## src/rtl/pvt_sensor_seq_if.sv

```systemverilog
// Sensor-side and result-write-side signals of the PVT measurement sequencer.
// master = sequencer, slave = sensor macros / register block.
interface pvt_sensor_seq_if #(
   parameter int NO_OF_SENSORS = 8,
   parameter int DATA_WIDTH    = 16,
   parameter int IDX_W         = (NO_OF_SENSORS > 1) ? $clog2(NO_OF_SENSORS) : 1
) ();
   logic [NO_OF_SENSORS-1:0]            sens_en;
   logic [NO_OF_SENSORS-1:0]            sens_valid;
   logic [NO_OF_SENSORS*DATA_WIDTH-1:0] sens_data;
   logic                                res_wr;
   logic [IDX_W-1:0]                    res_idx;
   logic [DATA_WIDTH-1:0]               res_data;
   logic                                res_timeout;

   modport master (
      output sens_en, res_wr, res_idx, res_data, res_timeout,
      input  sens_valid, sens_data
   );

   modport slave (
      input  sens_en, res_wr, res_idx, res_data, res_timeout,
      output sens_valid, sens_data
   );
endinterface

```

## src/rtl/pvt_sensor_seq.sv

```systemverilog
// PVT sensor sequencer: walks masked sensors, pulses enable, writes result or timeout.
// Define PVT_SEQ_SYNC_VALID_EN to pass sens_valid through a 2-flop synchronizer.
module pvt_sensor_seq #(
   parameter int NO_OF_SENSORS = 8,
   parameter int DATA_WIDTH    = 16,
   parameter int IDX_W         = (NO_OF_SENSORS > 1) ? $clog2(NO_OF_SENSORS) : 1
) (
   input  logic                     s_apb_clk,
   input  logic                     s_apb_rstn,
   input  logic                     cfg_start,
   input  logic                     cfg_abort,
   input  logic                     cfg_continuous,
   input  logic [NO_OF_SENSORS-1:0] cfg_mask,
   input  logic [7:0]               cfg_settle,
   input  logic [15:0]              cfg_timeout,
   output logic                     busy,
   output logic                     done,
   output logic [7:0]               err_cnt,
   pvt_sensor_seq_if.master         sif
);
   // One extra index bit so "past the last sensor" is representable for the end-of-pass check
   localparam int IW = IDX_W + 1;

   typedef enum logic [2:0] {ST_IDLE, ST_SELECT, ST_ENABLE, ST_WAIT, ST_WRITE} state_t;

   state_t                   state;
   logic [IW-1:0]            idx;
   logic [NO_OF_SENSORS-1:0] mask_q;
   logic [NO_OF_SENSORS-1:0] valid_use;
   logic [7:0]               settle_q;
   logic [7:0]               set_cnt;
   logic [15:0]              timeout_q;
   logic [15:0]              timer;
   logic                     cont_q;
   logic                     found;
   logic [IDX_W-1:0]         sel;
   logic [IDX_W-1:0]         cur;
   logic [DATA_WIDTH-1:0]    cur_data;

   assign busy = (state != ST_IDLE);
   assign cur  = idx[IDX_W-1:0];

`ifdef PVT_SEQ_SYNC_VALID_EN
   logic [NO_OF_SENSORS-1:0] valid_s1;
   logic [NO_OF_SENSORS-1:0] valid_s2;

   always_ff @(posedge s_apb_clk or negedge s_apb_rstn) begin
      if (!s_apb_rstn) begin
         valid_s1 <= '0;
         valid_s2 <= '0;
      end else begin
         valid_s1 <= sif.sens_valid;
         valid_s2 <= valid_s1;
      end
   end

   assign valid_use = valid_s2;
`else
   assign valid_use = sif.sens_valid;
`endif

   // Descending scan so the last hit is the lowest masked index >= idx
   always_comb begin
      found = 1'b0;
      sel   = '0;
      for (int unsigned i = NO_OF_SENSORS; i > 0; i--) begin
         if (mask_q[i-1] && (IW'(i-1) >= idx)) begin
            found = 1'b1;
            sel   = IDX_W'(i-1);
         end
      end
   end

   always_comb begin
      cur_data = '0;
      for (int unsigned i = 0; i < NO_OF_SENSORS; i++) begin
         if (IDX_W'(i) == cur) cur_data = sif.sens_data[i*DATA_WIDTH +: DATA_WIDTH];
      end
   end

   always_ff @(posedge s_apb_clk or negedge s_apb_rstn) begin
      if (!s_apb_rstn) begin
         state           <= ST_IDLE;
         idx             <= '0;
         mask_q          <= '0;
         settle_q        <= '0;
         timeout_q       <= '0;
         cont_q          <= 1'b0;
         set_cnt         <= '0;
         timer           <= '0;
         done            <= 1'b0;
         err_cnt         <= '0;
         sif.sens_en     <= '0;
         sif.res_wr      <= 1'b0;
         sif.res_idx     <= '0;
         sif.res_data    <= '0;
         sif.res_timeout <= 1'b0;
      end else begin
         done       <= 1'b0;
         sif.res_wr <= 1'b0;
         if (cfg_abort && (state != ST_IDLE)) begin
            state       <= ST_IDLE;
            sif.sens_en <= '0;
         end else begin
            case (state)
               ST_IDLE: begin
                  if (cfg_start && !cfg_abort) begin
                     mask_q    <= cfg_mask;
                     settle_q  <= cfg_settle;
                     timeout_q <= cfg_timeout;
                     cont_q    <= cfg_continuous;
                     err_cnt   <= '0;
                     idx       <= '0;
                     if (cfg_mask == '0) done  <= 1'b1;
                     else                state <= ST_SELECT;
                  end
               end
               ST_SELECT: begin
                  if (found) begin
                     state            <= ST_ENABLE;
                     set_cnt          <= (settle_q == 8'd0) ? 8'd1 : settle_q;
                     sif.sens_en      <= '0;
                     sif.sens_en[sel] <= 1'b1;
                     idx              <= IW'(sel);
                  end else if (cont_q) begin
                     idx <= '0;
                  end else begin
                     done  <= 1'b1;
                     state <= ST_IDLE;
                  end
               end
               ST_ENABLE: begin
                  if (set_cnt <= 8'd1) begin
                     sif.sens_en <= '0;
                     timer       <= '0;
                     state       <= ST_WAIT;
                  end else begin
                     set_cnt <= set_cnt - 8'd1;
                  end
               end
               ST_WAIT: begin
                  if (valid_use[cur]) begin
                     sif.res_wr      <= 1'b1;
                     sif.res_idx     <= cur;
                     sif.res_data    <= cur_data;
                     sif.res_timeout <= 1'b0;
                     state           <= ST_WRITE;
                  end else if (timer == timeout_q) begin
                     sif.res_wr      <= 1'b1;
                     sif.res_idx     <= cur;
                     sif.res_data    <= '0;
                     sif.res_timeout <= 1'b1;
                     if (err_cnt != 8'hFF) err_cnt <= err_cnt + 8'd1;
                     state           <= ST_WRITE;
                  end else begin
                     timer <= timer + 16'd1;
                  end
               end
               ST_WRITE: begin
                  idx   <= idx + IW'(1);
                  state <= ST_SELECT;
               end
               default: state <= ST_IDLE;
            endcase
         end
      end
   end
endmodule

```

## src/flat_wrapper.sv

```systemverilog
// flat-port wrapper written by rule: the top's interface ports become plain ports
module pvt_sensor_seq_flat 
#(
   parameter int NO_OF_SENSORS = 8,
   parameter int DATA_WIDTH    = 16,
   parameter int IDX_W         = (NO_OF_SENSORS > 1) ? $clog2(NO_OF_SENSORS) : 1
)
  (s_apb_clk, s_apb_rstn, cfg_start, cfg_abort, cfg_continuous, cfg_mask, cfg_settle, cfg_timeout, busy, done, err_cnt, sif_sens_en, sif_res_wr, sif_res_idx, sif_res_data, sif_res_timeout, sif_sens_valid, sif_sens_data);
  pvt_sensor_seq_if #(.NO_OF_SENSORS(NO_OF_SENSORS), .DATA_WIDTH(DATA_WIDTH), .IDX_W(IDX_W)) sif_i ();
  input  logic s_apb_clk;
  input  logic s_apb_rstn;
  input  logic cfg_start;
  input  logic cfg_abort;
  input  logic cfg_continuous;
  input  logic [NO_OF_SENSORS-1:0] cfg_mask;
  input  logic [7:0] cfg_settle;
  input  logic [15:0] cfg_timeout;
  output logic busy;
  output logic done;
  output logic [7:0] err_cnt;
  output wire logic [$bits(sif_i.sens_en)-1:0] sif_sens_en;
  output wire logic [$bits(sif_i.res_wr)-1:0] sif_res_wr;
  output wire logic [$bits(sif_i.res_idx)-1:0] sif_res_idx;
  output wire logic [$bits(sif_i.res_data)-1:0] sif_res_data;
  output wire logic [$bits(sif_i.res_timeout)-1:0] sif_res_timeout;
  input wire logic [$bits(sif_i.sens_valid)-1:0] sif_sens_valid;
  input wire logic [$bits(sif_i.sens_data)-1:0] sif_sens_data;
  assign sif_sens_en = sif_i.sens_en;
  assign sif_res_wr = sif_i.res_wr;
  assign sif_res_idx = sif_i.res_idx;
  assign sif_res_data = sif_i.res_data;
  assign sif_res_timeout = sif_i.res_timeout;
  assign sif_i.sens_valid = sif_sens_valid;
  assign sif_i.sens_data = sif_sens_data;
  pvt_sensor_seq #(.NO_OF_SENSORS(NO_OF_SENSORS), .DATA_WIDTH(DATA_WIDTH), .IDX_W(IDX_W)) u_core (.s_apb_clk(s_apb_clk), .s_apb_rstn(s_apb_rstn), .cfg_start(cfg_start), .cfg_abort(cfg_abort), .cfg_continuous(cfg_continuous), .cfg_mask(cfg_mask), .cfg_settle(cfg_settle), .cfg_timeout(cfg_timeout), .busy(busy), .done(done), .err_cnt(err_cnt), .sif(sif_i));
endmodule
```

## config.mk

```make
export PLATFORM = sky130hd
export DESIGN_NAME = pvt_sensor_seq_flat
export DESIGN_NICKNAME = d
export VERILOG_FILES = /design/src/rtl/pvt_sensor_seq_if.sv /design/src/rtl/pvt_sensor_seq.sv /design/src/flat_wrapper.sv
export SDC_FILE = /design/constraint.sdc
export NUM_CORES = 1
export LEC_CHECK = 0
export CAP_MARGIN = 0
export CORE_ASPECT_RATIO = 1.1
export CORE_MARGIN = 2
export CORE_UTILIZATION = 35
export CTS_BUF_LIST = sky130_fd_sc_hd__clkbuf_8 sky130_fd_sc_hd__clkbuf_16
export DETAILED_ROUTE_END_ITERATION = 16
export PLACE_DENSITY = 0.65
export SYNTH_ARGS = -nofsm -noshare
export SYNTH_HDL_FRONTEND = slang
export SYNTH_SLANG_ARGS = --single-unit
```

## constraint.sdc

```tcl
create_clock -name s_apb_clk -period 2.9 [get_ports s_apb_clk]
set_clock_uncertainty 0.2 [all_clocks]
set_input_delay 0.29 -clock s_apb_clk [delete_from_list [all_inputs] [get_ports s_apb_clk]]
set_output_delay 0.29 -clock s_apb_clk [all_outputs]
set_load 0.05 [all_outputs]
```

==> qor.txt, run 1 <==
Placed insts: 1233
Routability cong.: 0.8635
Fill cells: 1721
Final nets: 1185
Setup ws final: 0.06532 ns
Crit-path cells: buf_4 -> ha_1 -> nor4bb_2 -> or3_1 -> o2111ai_2 -> or3_1 -> nand3_1 -> mux2_2
CTS buffer count: 9
Switching Fraction: 0.4441
Vias in the first global route: 6432
Ys flop type: dfrtp_1
DRT Pass-1 Iters: 7
Routed wire length: 20500 um
Actual slew at the worst max-slew pin: 0.6615 ns
Slowest cell delay on critical path: 0.42 ns
Fin cells: 1249
First-pass GRT wire length: 32910 um
I/O Pins: 212
FF+latch count, synth: 102
Worst path arrival time: 2.87 ns
Via/cell ratio: 5.250
Net Count, Synth: 970
DRC: 0
Total gr overflow: 0
N_diodes: 0
Most used cell, CP: or3_1
Asr flop ratio synth: 1.000
R2R setup slack: 0.07 ns
Clock Pin Slew Worst Setup and Hold Paths: 0.07 ns
Share of layout cells above drive strength 1: 0.08250
Clock Path Buffers: 2
Clock share of power: 0.158
Pins Over Slew Limit: 0
Worst-Skew Late Latency: 0.35 ns
Capture point of the critical path: u_core.idx[0]$_DFFE_PN0P_
1st-iter DRT viols: 379
# clock sinks: 102
Internal power: 4.552 mW
Count of cell types in the netlist: 64
Final hold violations: 0
Area of the mapped netlist: 0.006485 mm2
Synth Area per Inst: 8.240 um2
Crit-path slowest cell: dfrtp_1
Outcome: finished clean
Finished Cell Area: 0.009462 mm2
Levels on crit path: 8
DP HPWL: 15910 um
Kind of critical path: register to register
DIE AREA: 0.01963 mm2
VDD IR max: 0.3954 mV
FF-to-FF path depth: 8
Setup TNS: 0 ns
YS warnings: 0
Reg-to-reg endpoint: u_core.idx[0]$_DFFE_PN0P_
Final setup vio count: 0
Worst reg2reg startpoint: u_core.idx[0]$_DFFE_PN0P_
Worst setup EP type: register
CP Launch Type: register
Core Area: 0.01828 mm2
EDFF count, synth: 0
Routed Antenna Nets: 0
TritonCTS clock tree: yes
Period Utilization, post-route: 0.9775
Post-CTS Setup Inserts: 0
Flop pwr share: 0.282
Required time of the critical path: 2.94 ns
# rows: 52
Die H: 146.8 um
Setup crit start: u_core.idx[0]$_DFFE_PN0P_
Drt wl/cell: 16.41 um
CTS HTree Levels: 3
Post-place setup slack: -0.08191 ns
CP top delay family: simple AND/OR/NAND/NOR gates
Sequential fraction of the synthesis area: 0.3936
Placed cell areas: 0.009116 mm2
Post-Route Utilization: 0.5175
Initial antenna violation count: 0
Logic pwr share: 0.560
Pwr Density: 865.6 mW/mm2
Port Buf Inserts: 211
Die width: 133.8 um
Leakage: 4.030 nW
Synth Instances: 787
Maxcap violations: 0
Tot GR Track Use: 0.2095
Initial Util: 0.3547
Net Switching: 3.637 mW
Crit path time final: 2.835 ns
CTS Root Cell: clkbuf_16
DR vias: 6557
Largest net degree at the start of global routing: 67
Rel. slew slack: 0.5585
Class of the worst hold path: input port to asynchronous set/reset pin
Critical Path Fanout Max: 5
Area growth from synthesis to layout: 45.90%
CP Buf/Inv Count: 1
FMAX: 352.8 MHz
==> logic make-up (layout without fill, tap and decap cells) <==
group / after synthesis / count (layout) / synth area share
compound gates: 236 / 236 / 0.2435
xor+xnor: 16 / 16 / 0.02161
fa+ha+maj: 10 / 10 / 0.01929
buf+inv: 89 / 308 / 0.05383
flops: 102 / 102 / 0.3936
mux: 6 / 6 / 0.01659
simple gates: 328 / 328 / 0.2516
==> layout by cell type, fill, tap and decap left out, types with 14 or more instances in the layout <==
cell	instances
o21ai_0	31
dfrtp_1	101
nand3b_1	21
clkdlybuf4s50_1	210
a221oi_1	16
buf_4	43
a21oi_1	83
nand2_1	174
inv_1	33
o211ai_1	31
a221o_1	17
o31ai_1	14
xor2_1	16
and3b_1	15
nor2_1	21
or3_1	14
==> Yosys cell counts, types with 2 or more instances <==
cell type  instances  area share
dfrtp_1          102        0.39
mux4_1             2      0.0081
and3b_1           15       0.020
and2_1             7      0.0068
o21bai_1           4      0.0046
nor2_1            23       0.013
or4_1              6      0.0069
a22o_1             6      0.0081
clkbuf_1          47       0.027
nand4_1            6      0.0058
nand3_1           13       0.010
a211oi_1           2      0.0023
a221oi_1          16       0.022
and3_1             8      0.0077
a221o_1           17       0.026
a2111oi_0          2      0.0027
xor2_1            16       0.022
a21boi_0           2      0.0023
nand2b_1           6      0.0058
nand3b_1          21       0.024
nand2_1          174        0.10
nor4_1            10      0.0096
mux2_2             2      0.0035
buf_2              5      0.0039
nand4b_1           4      0.0054
inv_1             32       0.019
o21a_1             4      0.0046
a21oi_1           83       0.064
ha_1              10       0.019
o31ai_1           14       0.016
nor3_1            10      0.0077
o211ai_1          31       0.036
o22a_1             2      0.0027
or3_1             14       0.014
buf_1              2      0.0012
o21ai_0           31       0.024
a31oi_1            6      0.0058
a32o_1             2      0.0031
or2_2              5      0.0048
==> cell type report <==
class,instances,area [um2],share of cell area
multi-input combinational,596,3612,0.3818
timing repair buffer,260,2555,0.2700
sequential,102,2554,0.2699
tap,243,304.0,0.03213
clock buffer,9,225.2,0.02380
inverter,33,123.9,0.01309
clock inverter,6,87.58,0.009257
==> registers in the layout, summed over array words and instances (netlist names) <==
register / count
u_core.mask_q: 8
u_core.settle_q: 8
u_core.sif.res_wr: 1
u_core.timer: 16
u_core.set_cnt: 8
u_core.sif.res_idx: 3
u_core.sif.res_data: 16
u_core.err_cnt: 8
u_core.sif.res_timeout: 1
u_core.sif.sens_en: 8
u_core.timeout_q: 16
u_core.cont_q: 1
u_core.done: 1
u_core.idx: 4
u_core.state: 3
==> how the worst min path moves through the flow <==
stage | from | end | slack [ns]
global route | cfg_timeout[1] | u_core.timeout_q[1]$_DFFE_PN0P_ | 0.27
floorplan | s_apb_rstn | u_core.cont_q$_DFFE_PN0P_ | -0.21
detailed placement | s_apb_rstn | u_core.sif.sens_en[2]$_DFFE_PN0P_ | 0.09
global placement | s_apb_rstn | u_core.sif.sens_en[2]$_DFFE_PN0P_ | 0.09
CTS | s_apb_rstn | u_core.sif.sens_en[2]$_DFFE_PN0P_ | 0.25
finish | s_apb_rstn | u_core.sif.sens_en[3]$_DFFE_PN0P_ | 0.24
==> through the flow <==
step,hold slack (ns),power [mW]
final,0.2423,8.190
after global routing,0.2679,8.781
after CTS,0.2469,8.215
after detailed placement,0.08753,6.891
after global placement,0.08731,6.860
after floorplan,-0.2056,5.204
==> layer usage <==
metal / vias to the layer above / share of wire / wire length, um / track usage
met5: - / 0 / 0 / 0
met4: 0 / 0.017 / 348 / 0.06011
met3: 19 / 0.058 / 1198 / 0.04555
met2: 175 / 0.50 / 10210 / 0.3574
met1: 3074 / 0.43 / 8748 / 0.2670
li1: 3289 / - / - / -
==> timing repair <==
| item | 4_1_cts | 5_1_grt |
|---|---|---|
| gates resized for setup | 1 | 5 |
| hold buffers | 1 | 0 |
| endpoints found under the setup margin | 1 | 4 |
| hold endpoints to repair | 36 | 0 |
| pin swaps | 0 | 0 |
==> power groups by stage <==
stage	Sequential [mW]	Clock (mW)	Combinational [mW]
finish	2.31	1.29	4.59
global route	2.38	1.38	5.02
CTS	2.31	1.32	4.58
detailed placement	2.33	0	4.56
global placement	2.33	0	4.53
floorplan	2.76	0	2.44
(Power assumes the default switching activity.)
==> run 2: changes to the inputs <==
--- a/config.mk
+++ b/config.mk
@@ -10,6 +10,7 @@
 export CORE_MARGIN = 2
 export CORE_UTILIZATION = 35
 export CTS_BUF_LIST = sky130_fd_sc_hd__clkbuf_8 sky130_fd_sc_hd__clkbuf_16
+export CTS_CLUSTER_DIAMETER = 200
 export DETAILED_ROUTE_END_ITERATION = 16
 export PLACE_DENSITY = 0.65
 export SYNTH_ARGS = -nofsm -noshare
==> results of run 2 <==
No change in the layout: final DEF, timing and power equal those of run 1.
